<file path="src/rtl/hilo_pkg.sv">
// hilo_pkg: shared types and helpers for the HI/LO multiply/divide unit.
// Operation codes, FSM state encoding and small op-decoding helpers.
package hilo_pkg;

    typedef enum logic [2:0] {
        OP_MULT  = 3'd0,
        OP_MULTU = 3'd1,
        OP_DIV   = 3'd2,
        OP_DIVU  = 3'd3,
        OP_MADD  = 3'd4,
        OP_MADDU = 3'd5
    } op_e;

    typedef enum logic [1:0] {
        S_IDLE = 2'd0,
        S_RUN  = 2'd1,
        S_FIX  = 2'd2
    } state_e;

    // True for the two divide operations.
    function automatic logic is_div(input logic [2:0] op);
        return (op == OP_DIV) || (op == OP_DIVU);
    endfunction

    // True for operations that treat a and b as two's-complement values.
    function automatic logic is_signed_op(input logic [2:0] op);
        return (op == OP_MULT) || (op == OP_DIV) || (op == OP_MADD);
    endfunction

endpackage

</file>
<file path="src/rtl/hilo_step.sv">
// hilo_step: one combinational iteration of the radix-2 engine.
// Multiply: shift-add on {upper,lower}, lower holds the remaining multiplier
// bits and collects product bits from the top.
// Divide: restoring shift-subtract, upper is the partial remainder and lower
// shifts the dividend out while the quotient bits shift in.
module hilo_step #(
    parameter int WIDTH = 32
) (
    input  logic             div_i,
    input  logic [WIDTH-1:0] upper_i,
    input  logic [WIDTH-1:0] lower_i,
    input  logic [WIDTH-1:0] m_i,
    output logic [WIDTH-1:0] upper_o,
    output logic [WIDTH-1:0] lower_o
);

    logic [WIDTH:0] sum;
    logic [WIDTH:0] rs;
    logic [WIDTH:0] diff;

    // Single shift-add or shift-subtract step selected by div_i.
    always_comb begin
        sum  = {1'b0, upper_i} + (lower_i[0] ? {1'b0, m_i} : '0);
        rs   = {upper_i, lower_i[WIDTH-1]};
        // rs < 2*m always, so bit WIDTH of the difference is a clean borrow flag.
        diff = rs - {1'b0, m_i};
        if (div_i) begin
            if (!diff[WIDTH]) begin
                upper_o = diff[WIDTH-1:0];
                lower_o = {lower_i[WIDTH-2:0], 1'b1};
            end else begin
                upper_o = rs[WIDTH-1:0];
                lower_o = {lower_i[WIDTH-2:0], 1'b0};
            end
        end else begin
            upper_o = sum[WIDTH:1];
            lower_o = {sum[0], lower_i[WIDTH-1:1]};
        end
    end

endmodule

</file>
<file path="src/rtl/hilo_muldiv.sv">
// hilo_muldiv: HI/LO register pair with an iterative radix-2 mul/div engine.
// Engine works on operand magnitudes; signs are applied in the FIX state.
// WIDTH must be even and at least 4.
// Optional feature macro: HILO_MADD_EN enables MADD/MADDU accumulate into
// {hi,lo}; without it op codes 4 and 5 are rejected like any illegal code.
module hilo_muldiv
    import hilo_pkg::*;
#(
    parameter int WIDTH = 32,
    parameter int CNT_W = $clog2(WIDTH) + 1
) (
    input  logic             clk,
    input  logic             reset,
    input  logic             start,
    input  logic [2:0]       op,
    input  logic [WIDTH-1:0] a,
    input  logic [WIDTH-1:0] b,
    input  logic             we_hi,
    input  logic             we_lo,
    input  logic [WIDTH-1:0] wd,
    output logic             busy,
    output logic             done,
    output logic             divz,
    output logic [WIDTH-1:0] rdhi,
    output logic [WIDTH-1:0] rdlo
);

    state_e             state_q;
    logic [CNT_W-1:0]   cnt_q;
    logic [2:0]         op_q;
    logic               neg_q;    // sign of product or quotient
    logic               nrem_q;   // sign of remainder (follows dividend)
    logic [WIDTH-1:0]   up_q;     // product high half / partial remainder
    logic [WIDTH-1:0]   low_q;    // multiplier / dividend-quotient shifter
    logic [WIDTH-1:0]   m_q;      // multiplicand or divisor magnitude
    logic [WIDTH-1:0]   hi_q;
    logic [WIDTH-1:0]   lo_q;
    logic               busy_q;
    logic               done_q;
    logic               divz_q;

    logic [WIDTH-1:0]   up_d;
    logic [WIDTH-1:0]   low_d;

    logic               legal;
    logic               sgn;
    logic               a_neg;
    logic               b_neg;
    logic [WIDTH-1:0]   a_mag;
    logic [WIDTH-1:0]   b_mag;

    logic [2*WIDTH-1:0] prod_mag;
    logic [2*WIDTH-1:0] prod_s;
    logic [WIDTH-1:0]   res_hi;
    logic [WIDTH-1:0]   res_lo;
`ifdef HILO_MADD_EN
    logic [2*WIDTH-1:0] acc;
`endif

    // Decode the incoming op: legality and operand magnitudes for the start edge.
    always_comb begin
`ifdef HILO_MADD_EN
        legal = (op <= 3'd5);
`else
        legal = (op <= 3'd3);
`endif
        sgn   = is_signed_op(op);
        a_neg = sgn & a[WIDTH-1];
        b_neg = sgn & b[WIDTH-1];
        a_mag = a_neg ? (~a + 1'b1) : a;
        b_mag = b_neg ? (~b + 1'b1) : b;
    end

    hilo_step #(.WIDTH(WIDTH)) u_step (
        .div_i   (is_div(op_q)),
        .upper_i (up_q),
        .lower_i (low_q),
        .m_i     (m_q),
        .upper_o (up_d),
        .lower_o (low_d)
    );

    // Sign fix-up of the finished magnitudes into the values written to HI/LO.
    always_comb begin
        prod_mag = {up_q, low_q};
        prod_s   = neg_q ? (~prod_mag + 1'b1) : prod_mag;
        res_hi   = prod_s[2*WIDTH-1:WIDTH];
        res_lo   = prod_s[WIDTH-1:0];
`ifdef HILO_MADD_EN
        // HI/LO cannot change while busy, so they still hold the start-edge values.
        acc      = {hi_q, lo_q} + prod_s;
        if ((op_q == OP_MADD) || (op_q == OP_MADDU)) begin
            res_hi = acc[2*WIDTH-1:WIDTH];
            res_lo = acc[WIDTH-1:0];
        end
`endif
        if (is_div(op_q)) begin
            res_lo = neg_q  ? (~low_q + 1'b1) : low_q;
            res_hi = nrem_q ? (~up_q + 1'b1)  : up_q;
        end
    end

    // Control FSM, iteration counter, work registers and HI/LO.
    always_ff @(posedge clk) begin
        if (reset) begin
            state_q <= S_IDLE;
            cnt_q   <= '0;
            op_q    <= '0;
            neg_q   <= 1'b0;
            nrem_q  <= 1'b0;
            up_q    <= '0;
            low_q   <= '0;
            m_q     <= '0;
            hi_q    <= '0;
            lo_q    <= '0;
            busy_q  <= 1'b0;
            done_q  <= 1'b0;
            divz_q  <= 1'b0;
        end else begin
            done_q <= 1'b0;
            divz_q <= 1'b0;
            case (state_q)
                S_IDLE: begin
                    if (start && legal) begin
                        op_q    <= op;
                        cnt_q   <= '0;
                        up_q    <= '0;
                        neg_q   <= a_neg ^ b_neg;
                        nrem_q  <= is_div(op) & a_neg;
                        low_q   <= is_div(op) ? a_mag : b_mag;
                        m_q     <= is_div(op) ? b_mag : a_mag;
                        busy_q  <= 1'b1;
                        state_q <= S_RUN;
                    end else begin
                        if (we_hi) hi_q <= wd;
                        if (we_lo) lo_q <= wd;
                    end
                end
                S_RUN: begin
                    if (is_div(op_q) && (m_q == '0)) begin
                        done_q  <= 1'b1;
                        divz_q  <= 1'b1;
                        state_q <= S_FIX;
                    end else begin
                        up_q  <= up_d;
                        low_q <= low_d;
                        cnt_q <= cnt_q + 1'b1;
                        if (cnt_q == CNT_W'(WIDTH - 1)) begin
                            done_q  <= 1'b1;
                            state_q <= S_FIX;
                        end
                    end
                end
                S_FIX: begin
                    // divz_q is high exactly in the FIX cycle of a divide by zero.
                    if (!divz_q) begin
                        hi_q <= res_hi;
                        lo_q <= res_lo;
                    end
                    busy_q  <= 1'b0;
                    state_q <= S_IDLE;
                end
                default: begin
                    busy_q  <= 1'b0;
                    state_q <= S_IDLE;
                end
            endcase
        end
    end

    assign busy = busy_q;
    assign done = done_q;
    assign divz = divz_q;
    assign rdhi = hi_q;
    assign rdlo = lo_q;

endmodule

</file>
<file path="config.mk">
export PLATFORM = sky130hd
export DESIGN_NAME = hilo_muldiv
export DESIGN_NICKNAME = d
export VERILOG_FILES = /design/src/rtl/hilo_pkg.sv /design/src/rtl/hilo_step.sv /design/src/rtl/hilo_muldiv.sv
export SDC_FILE = /design/constraint.sdc
export NUM_CORES = 1
export LEC_CHECK = 0
export CORE_MARGIN = 5
export CORE_UTILIZATION = 45
export DETAILED_ROUTE_END_ITERATION = 10
export PLACE_DENSITY = 0.71
export SLEW_MARGIN = 20
export SYNTH_ARGS = -nofsm -noshare
export SYNTH_HDL_FRONTEND = slang
export SYNTH_SLANG_ARGS = --single-unit
export TNS_END_PERCENT = 50
</file>
<file path="constraint.sdc">
create_clock -name clk -period 7.4 [get_ports clk]
set_clock_uncertainty 0.15 [all_clocks]
set_input_delay 1.85 -clock clk [delete_from_list [all_inputs] [get_ports clk]]
set_output_delay 1.85 -clock clk [all_outputs]
set_load 0.03 [all_outputs]
</file>
---- After elaboration in Yosys (flattened, before gate mapping) ----
Cells that the tools add are included.
Widths: inputs -> output; s select.
word-level totals
  register bits after elaboration ......... 176
  bits of input ports ..................... 104
cells by class
  $add $sub $neg .......................... 8
  $lt $le $gt $ge ......................... 1
  eq/ne operators ......................... 15
  muxes and demuxes ....................... 40
  bitwise operators ....................... 10
  reductions and logical operators ........ 18
operators by type and width
  operator               number
  $mux 32                22
  $pmux 32 s2            4
  $add 32x1->32 const B  4
  $not 32->32            4
  $add 64x1->64 const B  1
  $mux 64                1
  $not 64->64            1
  $add 32x33->33         1
  $sub 33x32->33         1
  $logic_not 32->1       1
  $eq 3x2->1 const B     4
  $mux 6                 2
  $ne 2x2->1 const B     6
  $pmux 6 s2             1
  $reduce_and 4->1       2
  $add 6x1->6 const B    1
  $eq 6x5->1 const B     1
  $mux 2                 3
  $reduce_and 2->1       3
  $mux 1                 5
  $logic_or 1x1->1       4
  $pmux 2 s2             1
  $reduce_bool 2->1      2
  $and 1x1->1            3
  other kinds (13)       14

---- Depth between registers and ports, before layout ----
  depth after elaboration ................. 8
  depth in mapped cells ................... 14
  gate-level depth less buffers ........... 13

---- Cells and area by module ----
From an unflattened synthesis, not the netlist that was laid out.
unflattened totals
  cell total of the unflattened synthesis .. 2137
  area, all modules ....................... 15442.3 sq um
by module, submodules not included
  module       instances  cells an instance  area an instance (sq um)  sequential area each (sq um)
  hilo_muldiv  1          1474               10851.7                   3503.4
  hilo_step    1          663                4590.7                    0.0

---- Worst setup path before layout ----
No wires, ideal clock.
  path type ............................... input port to flip-flop
  from .................................... input a[20]
  to ...................................... register low_q[29]
  library setup time ...................... 132 ps
  arrival time ............................ 3904 ps
  data required time ...................... 7118 ps
  path slack .............................. 3214 ps
  stages on the path ...................... 9
  cell sequence ........................... or4_1 -> or4_1 -> nor4_1 -> nand3b_1 -> nand2_1 -> xor2_1 -> a211oi_1 -> o21ai_0 -> a21oi_1
on the way
  longest elaborated chain between the ends .. 6
ends and longest elaborated chain
  element               line                source
  start, declared       hilo_muldiv.sv:16   input logic [WIDTH-1:0] a,
  $not 32->32           hilo_muldiv.sv:70   a_mag = a_neg ? (~a + 1'b1) : a;
  $add 32x1->32         hilo_muldiv.sv:70
  $mux 32               hilo_muldiv.sv:70
  $mux 32               hilo_muldiv.sv:130  low_q <= is_div(op) ? a_mag : b_mag;
  $mux 32               hilo_muldiv.sv:124  if (start && legal) begin
  $pmux 32 s2           hilo_muldiv.sv:122  case (state_q)
  end signal, assigned  hilo_muldiv.sv:130
  end signal, assigned  hilo_muldiv.sv:146  low_q <= low_d;
  end, declared         hilo_muldiv.sv:34   logic [WIDTH-1:0] low_q;
Every way passes these cells. The select of a mux whose other input is x is not followed.
A chain may end at the register's enable or synchronous reset.

---- Final worst setup path ----
  from .................................... input b[2]
  to ...................................... register low_q[29]
on the way
  longest elaborated chain between the ends .. 6
ends and longest elaborated chain
  element          line                source
  start, declared  hilo_muldiv.sv:17   input logic [WIDTH-1:0] b,
  $not 32->32      hilo_muldiv.sv:71   b_mag = b_neg ? (~b + 1'b1) : b;
  $add 32x1->32    hilo_muldiv.sv:71
  $mux 32          hilo_muldiv.sv:71
  $mux 32          hilo_muldiv.sv:130
  $mux 32          hilo_muldiv.sv:124
  $pmux 32 s2      hilo_muldiv.sv:122
Every way passes these cells. The select of a mux whose other input is x is not followed.

==> impl_metrics.csv <==
group,metric,value,unit
status,status,"completed",
sta,max_freq,212,MHz
global_routing,groute.layer.met1.usage,42.3,%
global_routing,number_of_global_route_vias_before_repair,14800,
clocking,clk_pin_slew_worst_paths,0.07,ns
sta,final-max-slew-violation-count,0,
sta,finalCritPeriodShare,63.6,%
clocking,cts-buffers-inserted,17,
logic_synthesis,synth_ff_type,"sky130_fd_sc_hd__dfxtp_1",
logic_synthesis,postSynthCellCount,2059,
critical_path,slowest_delay,0.64,ns
sta,finalCriticalPeriod,4.71,ns
critical_path,worst_path_required,7.63,ns
logic_synthesis,synthesis.area_per_instance,7.10,µm²
sta,worst_slew_margin_rel,23.8,%
logic_synthesis,yosysWarningCount,0,
floorplan,initial_core_util,45.3,%
layout,seqCellArea,3500,µm²
critical_path,worstPathCellList,"clkdlybuf4s50_1, nor4_1, nand4_1, nor3_1, a31oi_1, xor2_1, nor2_1, a211oi_1, o21ai_0, a21oi_1",
logic_synthesis,synth_top_area_share,24.0,%
logic_synthesis,synth_largest_area_cell,"sky130_fd_sc_hd__dfxtp_1",
logic_synthesis,edff_count_synth,0,
clocking,clockRootBuffer,"sky130_fd_sc_hd__clkbuf_16",
sta,finalHoldViolations,0,
route,dr_total_vias,16000,
layout,n_antenna_cell,0,
logic_synthesis,synth_compound_area_share,28.0,%
power,static-leakage-power,6.64,nW
logic_synthesis,synth-adder-area-share,6.18,%
global_routing,pin_count_of_the_biggest_net_entering_global_routing,79,
critical_path,worst_ep_arrival_time,4.94,ns
clocking,htree_levels,4,
hold_path,min_path_type,"reg -> reg",
clocking,count_of_clock_tree_sinks,175,
logic_synthesis,yosysUniqueCellTypes,79,
critical_path,count_of_buffer_and_inverter_cells_on_the_critical_path,1,
layout,nNetsFinal,2306,
route,drc_errors,0,
logic_synthesis,synth_top_family_by_area,"compound AO/OA/AOI/OAI gates",
critical_path,worst_setup_path_class,"in -> reg",
critical_path,timing.critical_path.fanout_max,5,
clocking,cts_repair_resize_count,0,
layout,multiInputGateArea,10300,µm²
sta,finalSetupViolations,0,
logic_synthesis,yosys.area_share.simple,23.8,%
layout,drive_gt1_share,4.01,%
placement,port-buffer-count,170,
logic_synthesis,synthesis.area,14600,µm²
clocking,cts-root-to-sink-buffers,2,
route,antenna_nets_post_route,0,
sta,final.setup.tns,0,ns
clocking,ctsHoldBuffers,0,
layout,design_area,17100,µm²
logic_synthesis,synth_sequential_area_ratio,24.0,%
route,drt-total-wl,56600,µm
layout,area_delta_synth_final,16.9,%
global_routing,globalRouteMet3Util,4.30,%
critical_path,worst_setup_end_kind,"register",
critical_path,kind_of_cell_with_the_highest_combined_delay_on_the_critical_path,"simple AND/OR/NAND/NOR gates",
clocking,clkLatencyLatePin,0.46,ns
logic_synthesis,synth_xor_area_share,10.0,%
route,drt-wirelength-per-cell,21.9,µm
logic_synthesis,synth-async-reset-ratio,0,%
placement,place_congestion,0.956,
floorplan,die_height,190,µm
logic_synthesis,synth.mux.area_fraction,2.51,%
global_routing,antenna_found_initial,0,
layout,layout.filler_cells,3125,
global_routing,global_route.usage.met2,48.2,%
global_routing,grt-ovfl-total,0,
power,pwr_density_cell,174,nW/µm²
floorplan,horizontal_die_dimension,190,µm
clocking,postCtsSetupRepairBufs,0,
floorplan,core-area,32300,µm²
global_routing,grt_usage,30.2,%
logic_synthesis,mappedNetlistNets,2234,
placement,detailedPlacementHpwl,43600,µm
critical_path,crit_path_top_delay_cell,"sky130_fd_sc_hd__nor4_1",
floorplan,fp-row-count,66,
sta,worstMarginPinSlew,1.14,ns
logic_synthesis,synth.top_cells.by_area,"sky130_fd_sc_hd__dfxtp_1 (24%), sky130_fd_sc_hd__a21oi_1 (7.5%), sky130_fd_sc_hd__nor2_1 (6.5%)",
clocking,tritoncts,"built",
logic_synthesis,synth_seq_cells,175,
sta,grt_setup_unrepaired,"false",
global_routing,global_route.peak_usage_layer,"met2",
floorplan,design.die.area,36200,µm²
route,detailedRoute.firstIterationViolations,1764,
route,initial_drt_pass_iterations,6,
placement,detailed_place.area,16500,µm²
flow_run,max_cap_viol_count,0,
route,detail_route.vias_per_cell,6.18,
floorplan,top_level_ports,171,
critical_path,critical_path_start_type,"input port",
power,vdd_ir_drop_max,0.170,mV
global_routing,grt_first_pass_wirelength,86400,µm
## per-stage QoR
stage / power [W] / setup slack (ns) / cells / hold slack, ns / util [%]
2_1_floorplan: 0.00172 / 3.21 / 2059 / 0.282 / -
3_3_place_gp: 0.00204 / 2.35 / 2554 / 0.282 / 51.1
3_5_place_dp: 0.00205 / 2.35 / 2554 / 0.291 / 51.1
4_1_cts: 0.00296 / 2.82 / 2586 / 0.306 / 52.9
5_1_grt: 0.00310 / 2.39 / 2586 / 0.326 / 52.9
6_report: 0.00298 / 2.69 / 2586 / 0.309 / 52.9
## where the power goes
| part | leakage [nW] | total [W] | switching, W | internal (W) |
|---|---|---|---|---|
| sequential | 1.43 | 0.00109 | 0.0000860 | 0.00100 |
| combinational | 4.93 | 0.000965 | 0.000593 | 0.000372 |
| clock | 0.279 | 0.000924 | 0.000432 | 0.000492 |
| total | 6.64 | 0.00298 | 0.00111 | 0.00186 |
## routing by layer
metal | part of all wire (%) | vias to the layer above
met5 | 0 | -
met4 | 3.2 | 0
met3 | 8.0 | 98
li1 | - | 7566
met1 | 44 | 7576
met2 | 45 | 754
## cell families after synthesis
kind of cell,after synthesis
fa+ha+maj,71
xor+xnor,167
mux,36
simple gates,755
buf+inv,206
compound gates,649
flops,175
## cells in the mapped netlist, types with 59 or more instances
cell type	count
sky130_fd_sc_hd__xor2_1	88
sky130_fd_sc_hd__ha_1	69
sky130_fd_sc_hd__a211oi_1	59
sky130_fd_sc_hd__nor3_1	69
sky130_fd_sc_hd__nand2_1	244
sky130_fd_sc_hd__inv_1	68
sky130_fd_sc_hd__dfxtp_1	175
sky130_fd_sc_hd__clkbuf_1	109
sky130_fd_sc_hd__xnor2_1	79
sky130_fd_sc_hd__a21oi_1	219
sky130_fd_sc_hd__o21ai_0	131
sky130_fd_sc_hd__nor2_1	252
## cell usage in the layout, fill, tap and decap left out, drive strengths merged, types with 59 or more instances in the layout
cell,count
ha,69
a21oi,219
inv,74
nand2,244
nor2,253
dfxtp,175
clkdlybuf4s50,168
xor2,88
o21ai,138
a211oi,59
xnor2,79
nor3,72
## path summary, 6_finish.rpt
kind / depth (start not counted) / startpoint / slack [ns] / end
worst max-delay path: 10 / b[2] / 2.69 / low_q[29]
worst min-delay path: 2 / rdhi[3] / 0.31 / rdhi[3]
worst max register to register: 12 / up_q[0] / 2.82 / up_q[19]
worst min register to register: 2 / rdhi[3] / 0.31 / rdhi[3]
## tightest hold or removal path, cell delays in order, from the launching register on
cell	delay, ns
sky130_fd_sc_hd__dfxtp_1	0.33
sky130_fd_sc_hd__nand2_1	0.05
sky130_fd_sc_hd__o41ai_1	0.05
## state kept, by name (all words and copies together), names as in the netlist, 2 cells and up
| name | count |
|---|---|
| up_q | 32 |
| cnt_q | 6 |
| low_q | 32 |
| state_q | 2 |
| rdhi | 32 |
| rdlo | 32 |
| m_q | 32 |
| op_q | 2 |
## final cells by class
| class | count | area share, % |
|---|---|---|
| Sequential cell | 175 | 20.5 |
| Tap cell | 442 | 3.24 |
| Timing Repair Buffer | 191 | 10.8 |
| Clock inverter | 11 | 0.703 |
| Multi-Input combinational cell | 1678 | 60.5 |
| Inverter | 68 | 1.49 |
| Clock buffer | 21 | 2.69 |
No activity file was read; power rests on OpenSTA's default activity.
